[src/rtl/dm_port_arbiter.sv]
// Shares the single-port data memory between the SDU debug channel and the CPU.
// Accesses are serialised IDLE -> ACCESS -> RESP with a configurable synchronous read latency.
module dm_port_arbiter #(
    parameter int AW       = 32,
    parameter int DW       = 32,
    parameter int RD_LAT   = 1,
    parameter bit DBG_PRIO = 1'b1
) (
    input  logic          clk,
    input  logic          rstn,

    input  logic          dbg_req,
    input  logic          dbg_we,
    input  logic [AW-1:0] dbg_addr,
    input  logic [DW-1:0] dbg_wdata,
    output logic          dbg_ack,
    output logic [DW-1:0] dbg_rdata,

    input  logic          cpu_req,
    input  logic          cpu_we,
    input  logic [AW-1:0] cpu_addr,
    input  logic [DW-1:0] cpu_wdata,
    output logic          cpu_ack,
    output logic [DW-1:0] cpu_rdata,

    output logic [AW-1:0] mem_addr,
    output logic [DW-1:0] mem_din,
    output logic          mem_we,
    input  logic [DW-1:0] mem_dout,

    output logic          busy
);

    typedef enum logic [1:0] {
        IDLE   = 2'd0,
        ACCESS = 2'd1,
        RESP   = 2'd2
    } state_t;

    localparam int            CW       = $clog2(RD_LAT + 1);
    localparam logic [CW-1:0] CNT_LAST = CW'(RD_LAT);

    state_t        state_q, state_d;
    logic          owner_q, owner_d;          // 1 = CPU owns the current access
    logic          last_cpu_q, last_cpu_d;    // round-robin pointer: 1 = CPU served last
    logic          we_q, we_d;
    logic [AW-1:0] addr_q, addr_d;
    logic [DW-1:0] wdata_q, wdata_d;
    logic [CW-1:0] cnt_q, cnt_d;
    logic [DW-1:0] dbg_rdata_q, dbg_rdata_d;
    logic [DW-1:0] cpu_rdata_q, cpu_rdata_d;

    logic any_req;
    logic grant_cpu;

    assign any_req   = dbg_req || cpu_req;
    assign grant_cpu = cpu_req && (!dbg_req || (!DBG_PRIO && !last_cpu_q));

    // NOTE: sequential state uses non-blocking assignments so every register
    // samples the pre-edge values regardless of process ordering.
    always_ff @(posedge clk or negedge rstn) begin
        if (!rstn) begin
            state_q <= IDLE;
        end else begin
            state_q <= state_d;
        end
    end

    // NOTE: every combinational output gets a default first, so no path
    // through the case leaves a variable unassigned and infers a latch.
    always_comb begin
        state_d = state_q;
        case (state_q)
            IDLE:    if (any_req) state_d = ACCESS;
            ACCESS:  if (we_q || (cnt_q == CNT_LAST)) state_d = RESP;
            RESP:    state_d = IDLE;
            default: state_d = IDLE;
        endcase
    end

    always_comb begin
        mem_we  = 1'b0;
        dbg_ack = 1'b0;
        cpu_ack = 1'b0;
        busy    = (state_q != IDLE);
        case (state_q)
            ACCESS:  mem_we = we_q;
            RESP: begin
                dbg_ack = !owner_q;
                cpu_ack = owner_q;
            end
            default: ;
        endcase
    end

    // Request is latched at grant; the read counter runs 0..RD_LAT and the
    // memory data is captured into the owner's register on the last count.
    always_comb begin
        owner_d     = owner_q;
        last_cpu_d  = last_cpu_q;
        we_d        = we_q;
        addr_d      = addr_q;
        wdata_d     = wdata_q;
        cnt_d       = cnt_q;
        dbg_rdata_d = dbg_rdata_q;
        cpu_rdata_d = cpu_rdata_q;
        case (state_q)
            IDLE: begin
                if (any_req) begin
                    owner_d    = grant_cpu;
                    last_cpu_d = grant_cpu;
                    we_d       = grant_cpu ? cpu_we    : dbg_we;
                    addr_d     = grant_cpu ? cpu_addr  : dbg_addr;
                    wdata_d    = grant_cpu ? cpu_wdata : dbg_wdata;
                    cnt_d      = '0;
                end
            end
            ACCESS: begin
                if (!we_q) begin
                    if (cnt_q == CNT_LAST) begin
                        if (owner_q) cpu_rdata_d = mem_dout;
                        else         dbg_rdata_d = mem_dout;
                    end else begin
                        cnt_d = cnt_q + CW'(1);
                    end
                end
            end
            default: ;
        endcase
    end

    always_ff @(posedge clk or negedge rstn) begin
        if (!rstn) begin
            owner_q     <= 1'b0;
            last_cpu_q  <= 1'b1;
            we_q        <= 1'b0;
            addr_q      <= '0;
            wdata_q     <= '0;
            cnt_q       <= '0;
            dbg_rdata_q <= '0;
            cpu_rdata_q <= '0;
        end else begin
            owner_q     <= owner_d;
            last_cpu_q  <= last_cpu_d;
            we_q        <= we_d;
            addr_q      <= addr_d;
            wdata_q     <= wdata_d;
            cnt_q       <= cnt_d;
            dbg_rdata_q <= dbg_rdata_d;
            cpu_rdata_q <= cpu_rdata_d;
        end
    end

    assign mem_addr  = addr_q;
    assign mem_din   = wdata_q;
    assign dbg_rdata = dbg_rdata_q;
    assign cpu_rdata = cpu_rdata_q;

endmodule

[config.mk]
export PLATFORM = sky130hd
export DESIGN_NAME = dm_port_arbiter
export DESIGN_NICKNAME = d
export VERILOG_FILES = /design/src/rtl/dm_port_arbiter.sv
export SDC_FILE = /design/constraint.sdc
export NUM_CORES = 1
export LEC_CHECK = 0
export CAP_MARGIN = 20
export CELL_PAD_IN_SITES_DETAIL_PLACEMENT = 1
export CELL_PAD_IN_SITES_GLOBAL_PLACEMENT = 1
export CORE_MARGIN = 3
export CORE_UTILIZATION = 34
export DETAILED_ROUTE_END_ITERATION = 10
export HOLD_SLACK_MARGIN = 0.03
export PLACE_DENSITY = 0.95
export SLEW_MARGIN = 30
export SYNTH_ARGS = -nofsm -noshare
export SYNTH_HDL_FRONTEND = slang
export SYNTH_SLANG_ARGS = --single-unit
[constraint.sdc]
create_clock -name clk -period 5.4 [get_ports clk]
set_clock_uncertainty 0.2 [all_clocks]
set_input_delay 1.08 -clock clk [delete_from_list [all_inputs] [get_ports clk]]
set_output_delay 1.08 -clock clk [all_outputs]
set_load 0.03 [all_outputs]
; ---- Word level (Yosys, flattened, before mapping)
; Cells that the tools add are included.
[classes]
n_reduce_logical = 13
n_mux = 13
n_eq_ne = 5
bitwise = 2
addsub = 1
[ops]
columns = cell, n
row1 = $mux 32, 2
row2 = $reduce_and 4->1, 2
row3 = $mux 1, 7
row4 = $ne 2x2->1 const B, 3
row5 = $mux 2, 2
row6 = $pmux 2 s2, 1
row7 = $reduce_and 2->1, 2
row8 = $reduce_bool 2->1, 2
row9 = $reduce_and 3->1, 1
row10 = $eq 2x1->1 const B, 1
row11 = $eq 2x2->1 const B, 1
row12 = $logic_not 1->1, 2
row13 = $logic_not 2->1, 1
row14 = $logic_or 1x1->1, 2
row15 = $not 1->1, 2
row16 = $pmux 1 s2, 1
row17 = $add 1x1->1 const B, 1
row18 = $logic_and 1x1->1, 1
[word_totals]
reg_bits = 133
output_inout_bits = 132

; ---- Depth between registers and ports, before layout
; Gate-level depths: netlist of the first run.
[logic_depth]
ltp_word = 4
mapped_depth = 5
depth_no_buf = 3

; ---- Worst setup path after synthesis of the first run
; No wires, ideal clock.
[synth_timing]
path_type = register to output
start = reg owner_q
end = out dbg_ack
t_arrival_ps = 1140
path_stages_with_launch = 2
setup_slack_ps = 2980
required_time_ps = 4120
cell_sequence = dfrtp_1 nor3b_1
[synth_between]
elab_chain_len = 2
[synth_rtl]
columns = item, line_no
row1 = "start, declared", 44  ; logic owner_q, owner_d;
row2 = "start signal, assigned", 143  ; owner_q <= owner_d;
row3 = $logic_not 1->1, 89  ; dbg_ack = !owner_q;
row4 = $mux 1, 86  ; case (state_q)
row5 = "end, declared", 16  ; output logic dbg_ack,
; No other way between the ends.

; ---- Worst setup path after layout of the first run
[layout_timing]
start = in dbg_req
end = reg wdata_q[8] (netlist: mem_din[8])
[layout_between]
elab_chain_len = 3
elab_cells_between_ends = 5
[layout_rtl]
columns = item, line_no
row1 = "start, declared", 12  ; input logic dbg_req,
row2 = $logic_not 1->1, 57  ; assign grant_cpu = cpu_req && (!dbg_req || (!DBG_PRIO && !last_cpu_q));
row3 = $logic_and 1x1->1, 57
row4 = $mux 32, 114  ; wdata_d = grant_cpu ? cpu_wdata : dbg_wdata;
row5 = "end signal, assigned", 147  ; wdata_q <= wdata_d;
row6 = "end, declared", 48  ; logic [DW-1:0] wdata_q, wdata_d;
; Parallel ways exist; a longest one is shown, timed or not.
; A chain may end at the register's enable or synchronous reset.

==> metrics.md, run 1 <==
| Metric | Value |
|---|---|
| Status | finished clean |
| Post-Synth Adder-Cell Area | 0% |
| Slew headroom | ~42% |
| Routed vias | 4248 |
| Iteration count of the initial detailed-routing pass | 4 |
| Yosys cell types | 19 |
| Drt total wl | about 19000 um |
| Crit. End Element | flop |
| Fill cells | 1631 |
| Hold Crit Class | flop to flop |
| Reg2reg path depth | 4 |
| Hold Buf Count CTS | 0 |
| Average instance area after synthesis | around 16 um^2 |
| Post-synthesis mux area share | a little under two fifths |
| Core area | about 17000 um^2 |
| Hold Path Origin | dbg_rdata[12]$_DFFE_PN0P_ |
| Post-placement setup slack | ~1600 ps |
| Final Wtd Congestion | between 0.7 and 0.8 |
| Final period utilization | about 62% |
| Startpoint types | primary input |
| Starting density of the core | between 30% and 40% |
| Worst-Margin Slew | around 860 ps |
| Initial antenna violation count | 0 |
| Largest family of logic cells by synthesized area | multiplexers |
| Layout cell share with drive strength beyond 1 | approximately 30% |
| Grt ovf | 0 |
| Starting DRT DRC Count | 75 |
| Clk_lat worst skew | 410 ps |
| IO Count | 298 |
| Vias in the first global route | roughly 5000 |
| Most common cell on crit path | mux2_2 |
| Synth Warn # | 0 |
| Syn nets | between 500 and 600 |
| Final Hold Vio Count | 0 |
| Setup tns final | 0 ps |
| Crit-path slowest cell | nand2b_2 |
| Routed Antenna Nets | 0 |
| Max Cap Violations | 0 |
| Antenna cell count | 0 |
| Setup CP Type | primary input to flop |
| Port bufs | 297 |
| Num rows | 47 |
| R2r setup slk | around 2700 ps |
| Number of setup buffers added after CTS | 0 |
| Total CTS buffers | 17 |
| Sequential fraction of the synthesis area | between 50% and 60% |
| WHS Path Cells | 1 |
| Simple-gate share of the synthesized area | about 1.2% |
| Compound-cell area share of the yosys netlist | less than 1% |
| CTS max path bufs | 2 |
| Post-synthesis xor/xnor area fraction | 0% |
| Post-Layout Cell Count | 899 |
| Pwr Density | roughly 640 nW/um^2 |
| First-pass GRT wire length | ~28000 um |
| Final #Nets | ~830 |
| Inst Count DP | approximately 870 |
| Worst Hold End | dbg_rdata[12]$_DFFE_PN0P_ |
| CTS tree | done |
| Die height | 137 um |
| Die Area | between 15000 and 20000 um^2 |
| Reg2reg end | mem_din[8]$_DFFE_PN0P_ |
| Register bit total from synthesis | 133 |
| Syn Inst Count | around 370 |
| Horiz. Die Dim | ~140 um |
| Worst stage delay on the critical path | 650 ps |
| Hpwl dp | about 15000 um |
| Crit-path max FO | 30 |
| Max Fclk | 298 MHz |
| Worst path arrival time | 3450 ps |
| Clk pin slew, worst setup/hold paths | 60 ps |
| GRT Overall Usage | between 20% and 30% |
| Largest net degree at the start of global routing | 91 |
| CP Data Required Time | 5490 ps |
| Area Overhead vs Synth | 63.0% |
| Drt via density | around 4.7 |
| Final setup vio count | 0 |
| DR DRC count | 0 |
| WL per Instance | between 20 and 25 um |
| Post-CTS sizing | 0 |
| H-tree Lvls | 4 |
| RSZ-0062 raised after global routing | false |
| Total design power | a little over 6 mW |
| VDD IR-drop max | approximately 0.00033 V |
| Worst setup margin | 2040 ps |
| Clock root buffer | clkbuf_16 |
| Period minus WS final | between 3000 and 4000 ps |
| P_leak | about 3.8 nW |
| Worst R2R Start | state_q[0]$_DFFE_PN0P_ |
| Syn Std Cell Area | 5830 um^2 |
| CTS Sinks | approximately 130 |
| Max-slew violations | 0 |
| CP cell instances | clkdlybuf4s50_1, nand2b_2, buf_4, mux2_2, mux2_2 |
==> worst max-delay path: cells and delay by family <==
family,cells,cell delay (ps)
AND/OR/NAND/NOR,1,650
buffers and inverters,2,1030
multiplexers,2,670
==> cell usage after synthesis <==
cell type  count  area [um^2]
o21a_1         2         15.0
a21o_1         1         7.51
and3b_1        2         17.5
buf_4          2         15.0
nor3b_2        1         12.5
inv_1          2         7.51
buf_6         14          158
mux2_1        31          349
nor2_1         1         3.75
nand2b_1       1         6.26
dfrtp_1      133         3330
buf_2          5         25.0
nand3_2        1         10.0
nor3b_1        1         7.51
a21oi_1        2         10.0
and2_1         1         6.26
nor2b_1        1         6.26
mux2_2       163         1840
o21ai_0        2         10.0
==> placed cells by master, fill, tap and decap left out <==
cell / count
clkbuf_1: 4
clkbuf_8: 2
clkinv_2: 4
clkinvlp_4: 3
nor2_1: 1
inv_1: 2
o21a_1: 1
clkdlybuf4s50_1: 296
nand3_4: 1
and3b_1: 2
buf_6: 1
bufinv_16: 2
o21ai_0: 2
nor2b_1: 1
buf_4: 5
nor3b_2: 1
and2_1: 1
dfrtp_1: 133
o21a_2: 1
clkbuf_16: 17
a21oi_1: 2
nor3b_1: 1
mux2_2: 163
a21o_1: 1
nand2b_2: 1
mux2_1: 31
==> state kept, by name (all words and copies together) (netlist names) <==
signal     cells
cnt_q          1
cpu_rdata     32
state_q        2
mem_din       32
owner_q        1
dbg_rdata     32
we_q           1
mem_addr      32
==> power by group <==
group | leakage, nW | total [mW] | internal [mW] | switching [mW]
logic | 2.02 | 3.13 | 1.45 | 1.68
registers | 1.56 | 1.82 | 1.51 | 0.302
clock network | 0.273 | 1.11 | 0.700 | 0.414
==> worst max-delay path by stage <==
stage	startpoint	end	depth (start not counted)
2_1_floorplan	owner_q$_DFFE_PN0P_	dbg_ack	1
3_3_place_gp	dbg_req	mem_din[0]$_DFFE_PN0P_	5
3_5_place_dp	dbg_req	mem_din[8]$_DFFE_PN0P_	5
4_1_cts	dbg_req	mem_din[8]$_DFFE_PN0P_	5
5_1_grt	dbg_req	mem_din[10]$_DFFE_PN0P_	5
6_report	dbg_req	mem_din[8]$_DFFE_PN0P_	5
==> layout make-up <==
type / instances / area (um^2) / area share (%)
inverters: 2 / 7.51 / 0.0790
flip-flops and latches: 133 / 3330 / 35.0
clock inverters: 9 / 103 / 1.08
well taps: 220 / 275 / 2.90
multi-input cells: 210 / 2310 / 24.3
repair buffers: 302 / 3010 / 31.7
clock buffers: 23 / 468 / 4.92
==> kinds of logic (layout without fill, tap and decap cells) <==
family | after synthesis | in the layout
flip-flops | 133 | 133
AO/OA/AOI/OAI | 7 | 7
multiplexers | 194 | 194
AND/OR/NAND/NOR | 9 | 9
buffers and inverters | 23 | 336
==> layer usage <==
metal | up-vias | global-route usage, % | share of wire [%]
met5 | - | 0 | 0
met2 | 202 | 36.7 | 53
li1 | 1914 | - | -
met3 | 28 | 8.60 | 10
met1 | 2104 | 20.6 | 35
met4 | 0 | 6.71 | 2.4
==> per-stage QoR <==
step,hold WS (ps),cell area [um^2],utilization (%)
floorplan,302,5830,-
global placement,267,8920,53.4
detailed placement,278,8920,53.4
CTS,299,9490,56.8
global route,304,9500,56.9
finish,292,9500,56.9
No activity file was read; power rests on OpenSTA's default activity.
==> run 2: changes to the inputs <==
--- a/config.mk
+++ b/config.mk
@@ -9,10 +9,10 @@
 export CELL_PAD_IN_SITES_DETAIL_PLACEMENT = 1
 export CELL_PAD_IN_SITES_GLOBAL_PLACEMENT = 1
 export CORE_MARGIN = 3
-export CORE_UTILIZATION = 34
+export CORE_UTILIZATION = 28
 export DETAILED_ROUTE_END_ITERATION = 10
 export HOLD_SLACK_MARGIN = 0.03
-export PLACE_DENSITY = 0.95
+export PLACE_DENSITY = 0.85
 export SLEW_MARGIN = 30
 export SYNTH_ARGS = -nofsm -noshare
 export SYNTH_HDL_FRONTEND = slang
==> constraint.sdc (replaced) <==
create_clock -name clk -period 3.05 [get_ports clk]
set_clock_uncertainty 0.2 [all_clocks]
set_input_delay 0.61 -clock clk [delete_from_list [all_inputs] [get_ports clk]]
set_output_delay 0.61 -clock clk [all_outputs]
set_load 0.03 [all_outputs]
==> metrics.md, run 2 (synthesis results as in run 1) <==
| Metric | Value |
|---|---|
| Status | finished clean |
| Max Cap Violations | 0 (unchanged) |
| Final #Nets | 842 (+1.2%) |
| Final period utilization | between 80 and 90% |
| Drt total wl | 17900 um (-6.0%) |
| RSZ-0062 raised after global routing | false |
| Worst setup margin | 408 ps (-1630 ps) |
| WL per Instance | 18.7 um (-12%) |
| Crit-path slowest cell | clkdlybuf4s50_1 |
| Max Fclk | between 300 and 400 MHz |
| Hold Path Origin | dbg_rdata[3]$_DFFE_PN0P_ |
| CTS tree | done |
| Die Area | 22600 um^2 (+20%) |
| Final Hold Vio Count | 0 (unchanged) |
| Routed Antenna Nets | 0 (unchanged) |
| Worst path arrival time | 1830 ps (-1620 ps) |
| CTS max path bufs | 2 (unchanged) |
| Number of setup buffers added after CTS | 0 (unchanged) |
| Initial antenna violation count | 0 (unchanged) |
| Dpl cell area | 9100 um^2 (+2.0%) |
| IO Count | 298 (unchanged) |
| Final Wtd Congestion | 0.760 (+2.6%) |
| Layout cell share with drive strength beyond 1 | 31.1% (+1.5 points) |
| Clock root buffer | clkbuf_16 |
| Antenna cell count | 0 (unchanged) |
| Final setup vio count | 0 (unchanged) |
| Post-placement setup slack | 307 ps (-1290 ps) |
| Hold Buf Count CTS | 1 (+1) |
| Drt via density | 4.44 (-6.1%) |
| Horiz. Die Dim | 150 um (+9.7%) |
| CP cell instances | nor2b_1, and2_1, clkdlybuf4s50_1 |
| Clk_lat worst skew | 400 ps (about the same) |
| Reg2reg path depth | 4 (unchanged) |
| Fill cells | 2046 (+25%) |
| Port bufs | 297 (unchanged) |
| Worst stage delay on the critical path | 690 ps (+40 ps) |
| H-tree Lvls | 4 (unchanged) |
| WHS Path Cells | 1 (unchanged) |
| Crit. End Element | output port |
| DR DRC count | 0 (unchanged) |
| Commonest non-fill, non-tap cells in the layout | clkdlybuf4s50_1 (296), mux2_2 (163), dfrtp_1 (133) |
| Buf/Inv on CP | 1 (-1) |
| CP Data Required Time | 2240 ps (-3250 ps) |
| Starting DRT DRC Count | 70 (-6.7%) |
| VDD IR-drop max | 0.000745 V (+130%) |
| Grt ovf | 0 (unchanged) |
| Core area | 20400 um^2 (+22%) |
| Starting density of the core | 28.6% (-6.3 points) |
| Reg2reg end | cpu_rdata[25]$_DFFE_PN0P_ |
| Die height | 150 um (+9.7%) |
| Worst Hold End | dbg_rdata[3]$_DFFE_PN0P_ |
| Post-CTS sizing | 0 (unchanged) |
| GRT Overall Usage | 15.4% (-4.7 points) |
| Worst R2R Start | state_q[1]$_DFFE_PN0P_ |
| Num rows | 52 (+11%) |
| Largest delay contributor family on the critical path | buffers and inverters |
| Routed vias | 4255 (+0.16%) |
| Crit-path max FO | 5 (-83%) |
| Pwr Density | 1100 nW/um^2 (+72%) |
| Final Cell Area | 9670 um^2 (+1.7%) |
| Iteration count of the initial detailed-routing pass | 4 (unchanged) |
| R2r setup slk | 740 ps (-1920 ps) |
| Commonest non-fill, non-tap cell in the layout | clkdlybuf4s50_1 |
| Setup tns final | 0 ps (unchanged) |
| Worst-Margin Slew | 601 ps (-264 ps) |
| First-pass GRT wire length | 27100 um (-4.1%) |
| Area Overhead vs Synth | 65.8% |
| Total CTS buffers | 17 (unchanged) |
| Setup CP Type | flop to output port |
| Hpwl dp | 13900 um (-4.7%) |
| Largest net degree at the start of global routing | 69 (-24%) |
| Vias in the first global route | 4944 (-1.1%) |
| Slew headroom | 59.9% (+18 points) |
| CTS Sinks | 133 (unchanged) |
| Clk pin slew, worst setup/hold paths | 60 ps (about the same) |
| P_leak | 3.90 nW (+1.5%) |
| Max-slew violations | 0 (unchanged) |
| Hold Crit Class | flop to flop |
| Startpoint types | flop |
| Period minus WS final | about 2600 ps |
| Hold slack | 288 ps (-4.74 ps) |
run 2: cell count changes in the layout (fill, tap and decap cells not counted), sizes merged:
cell and change:
bufinv -2, clkbuf -4, buf +9, dlygate4sd3 +1
inv +3, clkinv +3
run 2: layout make-up:
class / count / area, um^2 / share of cell area [%]
multi-input combinational: 210 / 2300 / 23.8
clock buffer: 19 / 453 / 4.69
clock inverter: 13 / 98.8 / 1.02
timing repair buffer: 312 / 3140 / 32.5
inverter: 2 / 7.51 / 0.0777
sequential: 133 / 3330 / 34.4
tap: 270 / 338 / 3.50
run 2: per-layer routing:
layer / GRT usage, % / vias to the layer above / part of all wire (%)
met5: 0 / - / 0
met4: 4.71 / 0 / 1.4
met3: 6.02 / 14 / 9.7
met2: 28.2 / 183 / 52
met1: 16.3 / 2122 / 37
li1: - / 1936 / -
run 2: worst max-delay path by stage:
stage	slack (ps)	to	startpoint	cells after the start
6_report	410	mem_we	state_q[1]$_DFFE_PN0P_	3
5_1_grt	300	busy	state_q[1]$_DFFE_PN0P_	3
4_1_cts	370	busy	state_q[1]$_DFFE_PN0P_	3
3_5_place_dp	310	mem_addr[19]$_DFFE_PN0P_	dbg_req	5
3_3_place_gp	390	mem_addr[24]$_DFFE_PN0P_	dbg_req	5
2_1_floorplan	1100	dbg_ack	owner_q$_DFFE_PN0P_	1
run 2: report_power, final:
part           total, mW  switching (mW)  leakage (nW)  internal (mW)
clock network       1.89           0.800         0.266           1.09
registers           3.19           0.514          1.56           2.68
logic               5.53            2.93          2.08           2.60
run 2: worst reg2reg max path, cell delays in order (launching register included):
cell	delay [ps]
dfrtp_1	430
nor3b_2	340
nand3_2	530
buf_4	410
mux2_2	280
run 2: per-stage QoR:
step / power (mW) / instances / utilization, %
final: 10.6 / 959 / 47.5
after global routing: 11.2 / 959 / 47.5
after CTS: 10.8 / 959 / 47.5
after detailed placement: 8.82 / 926 / 44.7
after global placement: 8.61 / 926 / 44.7
after floorplan: 6.29 / 366 / -
